## src/rtl/pipe_hazard_ctrl.sv

```systemverilog
`timescale 1ns/1ps
// pipe_hazard_ctrl
// ----------------
// Central pipeline sequencer for the 5-stage RV32 core. Produces the write
// enables and flush/bubble controls for the PC and the IF/ID, ID/EX and EX/MEM
// pipeline registers. It arbitrates between data-memory wait states, mul/div
// occupancy, EX-stage redirects, load-use hazards and instruction-memory wait
// states. It also keeps two performance counters.
//
// Ports:
//   i_clk, i_resetn            clock, asynchronous active-low reset
//   i_id_rs1/rs2, i_id_uses_*  source registers of the ID instruction and their use flags
//   i_ex_rd, i_ex_memread      destination register / load flag of the EX instruction
//   i_ex_redirect              taken branch or resolved jump in EX
//   i_ex_is_muldiv, i_md_done  mul/div instruction in EX; one-cycle result-valid pulse
//   i_imem_ready, i_dmem_ready fetch data valid; MEM access completes (1 when idle)
//   o_*_we, o_*_flush          register enables and NOP/bubble inserts
//   o_md_start                 one-cycle start pulse to the mul/div unit
//   o_stall_cnt                cycles with o_pc_we = 0 (wraps)
//   o_redir_cnt                accepted redirects (saturates at all-ones)

module pipe_hazard_ctrl #(
  parameter int CNT_W  = 32,
  parameter int RCNT_W = 16
) (
  input  logic              i_clk,
  input  logic              i_resetn,
  input  logic [4:0]        i_id_rs1,
  input  logic [4:0]        i_id_rs2,
  input  logic              i_id_uses_rs1,
  input  logic              i_id_uses_rs2,
  input  logic [4:0]        i_ex_rd,
  input  logic              i_ex_memread,
  input  logic              i_ex_redirect,
  input  logic              i_ex_is_muldiv,
  input  logic              i_md_done,
  input  logic              i_imem_ready,
  input  logic              i_dmem_ready,
  output logic              o_pc_we,
  output logic              o_ifid_we,
  output logic              o_ifid_flush,
  output logic              o_idex_we,
  output logic              o_idex_flush,
  output logic              o_exmem_we,
  output logic              o_exmem_flush,
  output logic              o_md_start,
  output logic [CNT_W-1:0]  o_stall_cnt,
  output logic [RCNT_W-1:0] o_redir_cnt
);

  typedef enum logic {
    RUN     = 1'b0,
    MD_BUSY = 1'b1
  } state_t;

  state_t state;
  state_t state_nxt;
  logic   load_use;
  logic   redir_taken;

  // A load in EX whose destination is read by the ID instruction cannot be
  // forwarded yet. x0 is never a real dependency.
  assign load_use = i_ex_memread && (i_ex_rd != 5'd0) &&
                    ((i_id_uses_rs1 && (i_id_rs1 == i_ex_rd)) ||
                     (i_id_uses_rs2 && (i_id_rs2 == i_ex_rd)));

  // State register. Reset abandons any mul/div in flight.
  always_ff @(posedge i_clk or negedge i_resetn) begin
    if (!i_resetn) begin
      state <= RUN;
    end else begin
      state <= state_nxt;
    end
  end

  // Priority arbitration. The first matching event owns the outputs. A data
  // memory wait freezes the whole pipeline, so anything pending in EX
  // (redirect, mul/div) is simply presented again once memory completes.
  always_comb begin
    o_pc_we       = 1'b1;
    o_ifid_we     = 1'b1;
    o_ifid_flush  = 1'b0;
    o_idex_we     = 1'b1;
    o_idex_flush  = 1'b0;
    o_exmem_we    = 1'b1;
    o_exmem_flush = 1'b0;
    o_md_start    = 1'b0;
    redir_taken   = 1'b0;
    state_nxt     = state;

    if (!i_resetn) begin
      o_pc_we    = 1'b0;
      o_ifid_we  = 1'b0;
      o_idex_we  = 1'b0;
      o_exmem_we = 1'b0;
      state_nxt  = RUN;
    end else if (!i_dmem_ready) begin
      o_pc_we    = 1'b0;
      o_ifid_we  = 1'b0;
      o_idex_we  = 1'b0;
      o_exmem_we = 1'b0;
    end else if (state == MD_BUSY) begin
      if (!i_md_done) begin
        // Hold the front end; bubbles drain into MEM while the unit works.
        o_pc_we       = 1'b0;
        o_ifid_we     = 1'b0;
        o_idex_we     = 1'b0;
        o_exmem_flush = 1'b1;
      end else begin
        // Result is captured into EX/MEM with the default enables.
        state_nxt = RUN;
      end
    end else if (i_ex_is_muldiv) begin
      o_md_start    = 1'b1;
      o_pc_we       = 1'b0;
      o_ifid_we     = 1'b0;
      o_idex_we     = 1'b0;
      o_exmem_flush = 1'b1;
      state_nxt     = MD_BUSY;
    end else if (i_ex_redirect) begin
      // Younger instructions in IF/ID are on the wrong path; squash both.
      // The PC loads the target even if the current fetch is not ready.
      o_ifid_flush = 1'b1;
      o_idex_flush = 1'b1;
      redir_taken  = 1'b1;
    end else if (load_use) begin
      o_pc_we      = 1'b0;
      o_ifid_we    = 1'b0;
      o_idex_flush = 1'b1;
    end else if (!i_imem_ready) begin
      o_pc_we      = 1'b0;
      o_ifid_flush = 1'b1;
    end
  end

  // Stall-cycle counter: counts every cycle the PC is held, wraps freely.
  always_ff @(posedge i_clk or negedge i_resetn) begin
    if (!i_resetn) begin
      o_stall_cnt <= '0;
    end else if (!o_pc_we) begin
      o_stall_cnt <= o_stall_cnt + 1'b1;
    end
  end

  // Redirect counter: counts only redirects that actually won arbitration,
  // and sticks at all-ones.
  always_ff @(posedge i_clk or negedge i_resetn) begin
    if (!i_resetn) begin
      o_redir_cnt <= '0;
    end else if (redir_taken && (o_redir_cnt != {RCNT_W{1'b1}})) begin
      o_redir_cnt <= o_redir_cnt + 1'b1;
    end
  end

endmodule

```

## config.mk

```make
export PLATFORM = sky130hd
export DESIGN_NAME = pipe_hazard_ctrl
export DESIGN_NICKNAME = d
export VERILOG_FILES = /design/src/rtl/pipe_hazard_ctrl.sv
export SDC_FILE = /design/constraint.sdc
export NUM_CORES = 1
export LEC_CHECK = 0
export ABC_AREA = 1
export BUFFER_PORTS_ARGS = -buffer_cell sky130_fd_sc_hd__buf_2
export CAP_MARGIN = 15
export CORE_ASPECT_RATIO = 0.6
export CORE_UTILIZATION = 54
export DETAILED_ROUTE_END_ITERATION = 8
export HOLD_SLACK_MARGIN = 0.06
export PLACE_DENSITY = 0.85
export SYNTH_ARGS = -nofsm -noshare
export SYNTH_HDL_FRONTEND = slang
export SYNTH_SLANG_ARGS = --single-unit
```

## constraint.sdc

```tcl
create_clock -name i_clk -period 1.9 [get_ports i_clk]
set_clock_uncertainty 0.05 [all_clocks]
set_input_delay 0.19 -clock i_clk [delete_from_list [all_inputs] [get_ports i_clk]]
set_output_delay 0.19 -clock i_clk [all_outputs]
set_load 0.03 [all_outputs]
```

# --- Word level (Yosys, flattened, before mapping) ---
# Cells that the tools add are included.
# W data, S select, Z words.
totals:
  wordCells: 64
  ff_bits: 49
  in_bits: 25
classes:
  add_sub_neg: 2
  n_reduce_logical: 7
  eq_ne: 4
  mux: 48
op_table:
  columns: ["op", "count"]
  rows:
  - ["$mux W1", 48]
  - ["$add A32 B1 Y32 const B", 1]
  - ["$add A16 B1 Y16 const B", 1]
  - ["$ne A16 B16 Y1 const B", 1]
  - ["$eq A5 B5 Y1", 2]
  - ["$logic_and A1 B1 Y1", 5]
  - ["$reduce_bool A5 Y1", 1]
  - ["$ne A2 B1 Y1 const B", 1]
  - ["$logic_or A1 B1 Y1", 1]

# --- Longest topological paths before layout ---
depth:
  ltp_word: 10
  depth_mapped: 11
  depth_no_buf: 10

# --- Least setup slack after synthesis ---
# No wires, ideal clock.
synth_timing:
  path_type: "reg2reg"
  start: "reg o_redir_cnt[0]"
  end: "reg o_redir_cnt[13]"
  path_stages_with_launch: 10
  path_slack_ns: 0.134
  arrival_ns: 1.596
  period_less_slack_ns: 1.766
  cell_sequence: "dfrtp_1 ha_1 nand3_2 nor3_4 nand3_2 nand2_4 inv_4 buf_6 nand2_1 o21ai_2"
synth_via:
  elab_chain_len: 2
  word_cells_on_any_way: 3
synth_rtl:
  columns: ["item", "line", "source"]
  rows:
  - ["from (decl)", "48", "output logic [RCNT_W-1:0] o_redir_cnt"]
  - ["from (signal assigned)", "151", "o_redir_cnt <= o_redir_cnt + 1'b1;"]
  - ["branches (longest 2 deep; another with $add A16 B1 Y16)", null, null]
# Parallel ways; which one is timed is not known.
# A chain may end at the register's enable or synchronous reset.

# --- Worst setup path in the final report ---
layout_timing:
  start: "reg state"
  end: "out o_pc_we"
layout_via:
  elab_chain_len: 3
layout_rtl:
  columns: ["item", "line", "source"]
  rows:
  - ["from (decl)", "56", "state_t state;"]
  - ["from (signal assigned)", "72", "state <= state_nxt;"]
  - ["$mux W1", "102", "end else if (state == MD_BUSY) begin"]
  - ["$mux W1", "97", "end else if (!i_dmem_ready) begin"]
  - ["$mux W1", "91", "if (!i_resetn) begin"]
  - ["to (decl)", "39", "output logic o_pc_we,"]
# Every way passes these cells.

==> flow_metrics.py <==
metrics = {
    "power_and_ir_drop": {
        "pwr-share-clk": 0.253,
        "swShare": 0.395,
        "p_int_uw": 1850,
        "ir_worst_vdd_uv": 591,
        "p_switching_uw": 1210,
        "combPwrFrac": 0.310,
        "leakagePower_uw": 0.00222,
        "powerDensity_nw_per_um2": 749,
        "power_frac_seq": 0.437,
    },
    "timing": {
        "setup_viol": 0,
        "min_period_ns": 1.83,
        "fin_ws_ns": 0.0696,
        "fmax_mhz": 546,
        "final_hold_viol_count": 0,
        "maxSlewHeadroom": 0.568,
        "drv_slew": 0,
        "worstMarginPinSlew_ns": 0.648,
        "holdWs_ns": 0.133,
        "fin_crit_sh": 0.963,
    },
    "final_layout": {
        "final_nets": 611,
        "fill_cells": 577,
        "diodes": 0,
        "drive_gt1_frac": 0.229,
        "final_cell_area_sq_um": 4090,
        "fin_util": 0.669,
        "area_growth_pct": 19.3,
    },
    "die": {
        "coreArea_sq_um": 6110,
        "start_util": 0.561,
        "die_h_microns": 63.7,
        "die_w_microns": 105,
        "ios": 81,
        "rows": 22,
        "die_area_sq_um": 6680,
    },
    "synthesis": {
        "synthArstFlopShare": 1.00,
        "syn-cell-area_sq_um": 3430,
        "synth_commonest_cells": "nand2_1 (190), nor2_1 (56), dfrtp_1 (49)",
        "synth_top_cell_by_area": "dfrtp_1",
        "ys_seq_area_frac": 0.358,
        "netlist_instances": 496,
        "synth_most_common_cell": "nand2_1",
        "syn_nets": 523,
        "ys_top_cells_by_area": "dfrtp_1 (36%), nand2_1 (21%), xor2_1 (7.9%)",
        "syn_avg_cell_area_sq_um": 6.91,
        "synth_edf_count": 0,
        "synth_cell_types": 29,
        "ys_warn_count": 0,
        "synthFlopType": "dfrtp_1",
        "ys_ff_latch": 49,
        "netlist.area_leader.share": 0.358,
    },
    "grt": {
        "grt_util_all_layers": 0.315,
        "antenna_found_initial": 0,
        "grt_pass1_wl_mm": 16.4,
        "grt_overflow": 0,
        "grt_max_degree": 51,
        "grt_pass1_vias": 3325,
    },
    "clock_network": {
        "clockRootBuffer": "clkbuf_8",
        "numCtsBuffers": 5,
        "clockBufferDepth": 2,
        "clock_sinks": 49,
        "htreeDepth": 2,
        "insertion_delay_ns": 0.32,
        "cts_tree": "done",
        "clk_pin_slew_ns": 0.09,
    },
    "drt": {
        "wire_per_inst_microns": 14.6,
        "wl_met3_mm": 1.03,
        "antenna_left": 0,
        "avgViaCountPerCell": 5.33,
        "initialDrtViolationCount": 304,
        "routed_wl_mm": 9.77,
        "wl_met2_mm": 3.74,
        "routed.top_layer": "met4",
        "dr.pass1.iters": 5,
        "via_count": 3568,
        "remaining_drc_errors": 0,
        "wl_met1_mm": 4.86,
    },
    "placement": {
        "place_congestion": 1.01,
        "place_area_sq_um": 3940,
        "portBuffers": 80,
        "place_hpwl_mm": 7.59,
        "place_ws_ns": 0.132,
    },
    "flow_run": {
        "cap_violations": 0,
    },
    "setup_path": {
        "crit_buf_inv": 3,
        "cp_max_fo": 5,
        "cpLargestDelayFamily": "simple AND/OR/NAND/NOR gates",
        "cp_cell_sequence": "inv_2, nand2_1, o21ai_2, nor2_4, nand3_4, inv_1, clkbuf_4",
        "worstPathRequired_ns": 1.66,
        "crit_arrival_ns": 1.59,
        "start_kind": "register",
        "critical_path.max_stage_delay_ns": 0.41,
        "worstSetupPathType": "register to output pin",
        "slowest_stage": "dfrtp_1",
        "end_kind": "output pin",
    },
    "worst_hold_path": {
        "min-delay-path-class": "input port to register",
    },
    "status": {
        "status": "completed",
    },
}
==> flip-flops by register name, indices dropped and copies added, names as in the netlist <==
name	flops
state	1
o_stall_cnt	32
o_redir_cnt	16
==> worst register-to-register path: cells and delay by family (launching register included) <==
kind | cells | cell delay (ns)
adder cells (fa/ha/maj) | 1 | 0.24
buffers and inverters | 1 | 0.11
XOR/XNOR | 1 | 0.13
flip-flops | 1 | 0.45
AND/OR/NAND/NOR | 5 | 0.72
==> stage by stage <==
stage	total power, uW	setup TNS, ns	std cells
2_1_floorplan	1980	0	496
3_3_place_gp	2260	0	659
3_5_place_dp	2300	0	659
4_1_cts	3070	0	668
5_1_grt	3240	-0.0100	669
6_report	3060	0	669
==> layout make-up <==
class	instances	area, sq um	area share
Multi-Input combinational cell	383	1940	0.474
Sequential cell	49	1230	0.300
Timing Repair Buffer	94	510	0.125
Inverter	51	194	0.0474
Tap cell	84	105	0.0257
Clock buffer	5	68.8	0.0168
Clock inverter	3	46.3	0.0113
==> worst paths after layout <==
check / startpoint / end / slack, ns / cells past startpoint
max: state / o_pc_we / 0.07 / 7
min: i_dmem_ready / state / 0.13 / 4
max reg2reg: o_redir_cnt[0] / o_redir_cnt[2] / 0.11 / 8
min reg2reg: o_redir_cnt[4] / o_redir_cnt[4] / 0.49 / 1
max in group asynchronous: i_resetn / state / 0.76 / 3
min in group asynchronous: i_resetn / o_stall_cnt[18] / 0.59 / 3
==> cell usage in the layout, fill, tap and decap left out, types with 6 or more instances in the layout <==
master   instances
inv_1           43
nor2_2           6
nor3_1          13
buf_2           79
nand3_1         13
nand4_1         38
xor2_1          31
xnor2_1          8
nand2_1        190
dfrtp_1         49
buf_4           13
inv_2            7
nor2_1          54
==> repair_timing <==
| action | in CTS | in global routing |
|---|---|---|
| hold endpoints to repair | 6 | 0 |
| hold buffers | 1 | 0 |
| pin swaps | 0 | 1 |
| resized for setup | 1 | 5 |
| setup buffers | 0 | 1 |
| endpoints found under the setup margin | 1 | 6 |
==> power by group through the flow <==
stage	combinational (uW)	sequential [uW]	clock [uW]
CTS	943	1340	787
floorplan	409	1570	0
finish	949	1340	775
global placement	915	1340	0
detailed placement	939	1360	0
global route	1040	1360	837
==> per-layer routing <==
layer | GRT usage | up-vias
met5 | 0 | -
met4 | 0.0651 | 0
met3 | 0.116 | 13
met2 | 0.429 | 164
met1 | 0.468 | 1645
li1 | - | 1746
==> cells by family (layout without fill, tap and decap cells) <==
logic type                 count (synthesis)  count (layout)  share of synthesized area
AOI/OAI and AO/OA                         12              12                     0.0212
xor gates and xnor gates                  39              39                     0.0996
and+or+nand+nor                          330             330                      0.432
buffers and inverters                     64             153                     0.0818
DFF                                       49              49                      0.358
adders and majority gates                  2               2                    0.00730
Power figures use the tool's default switching activity.
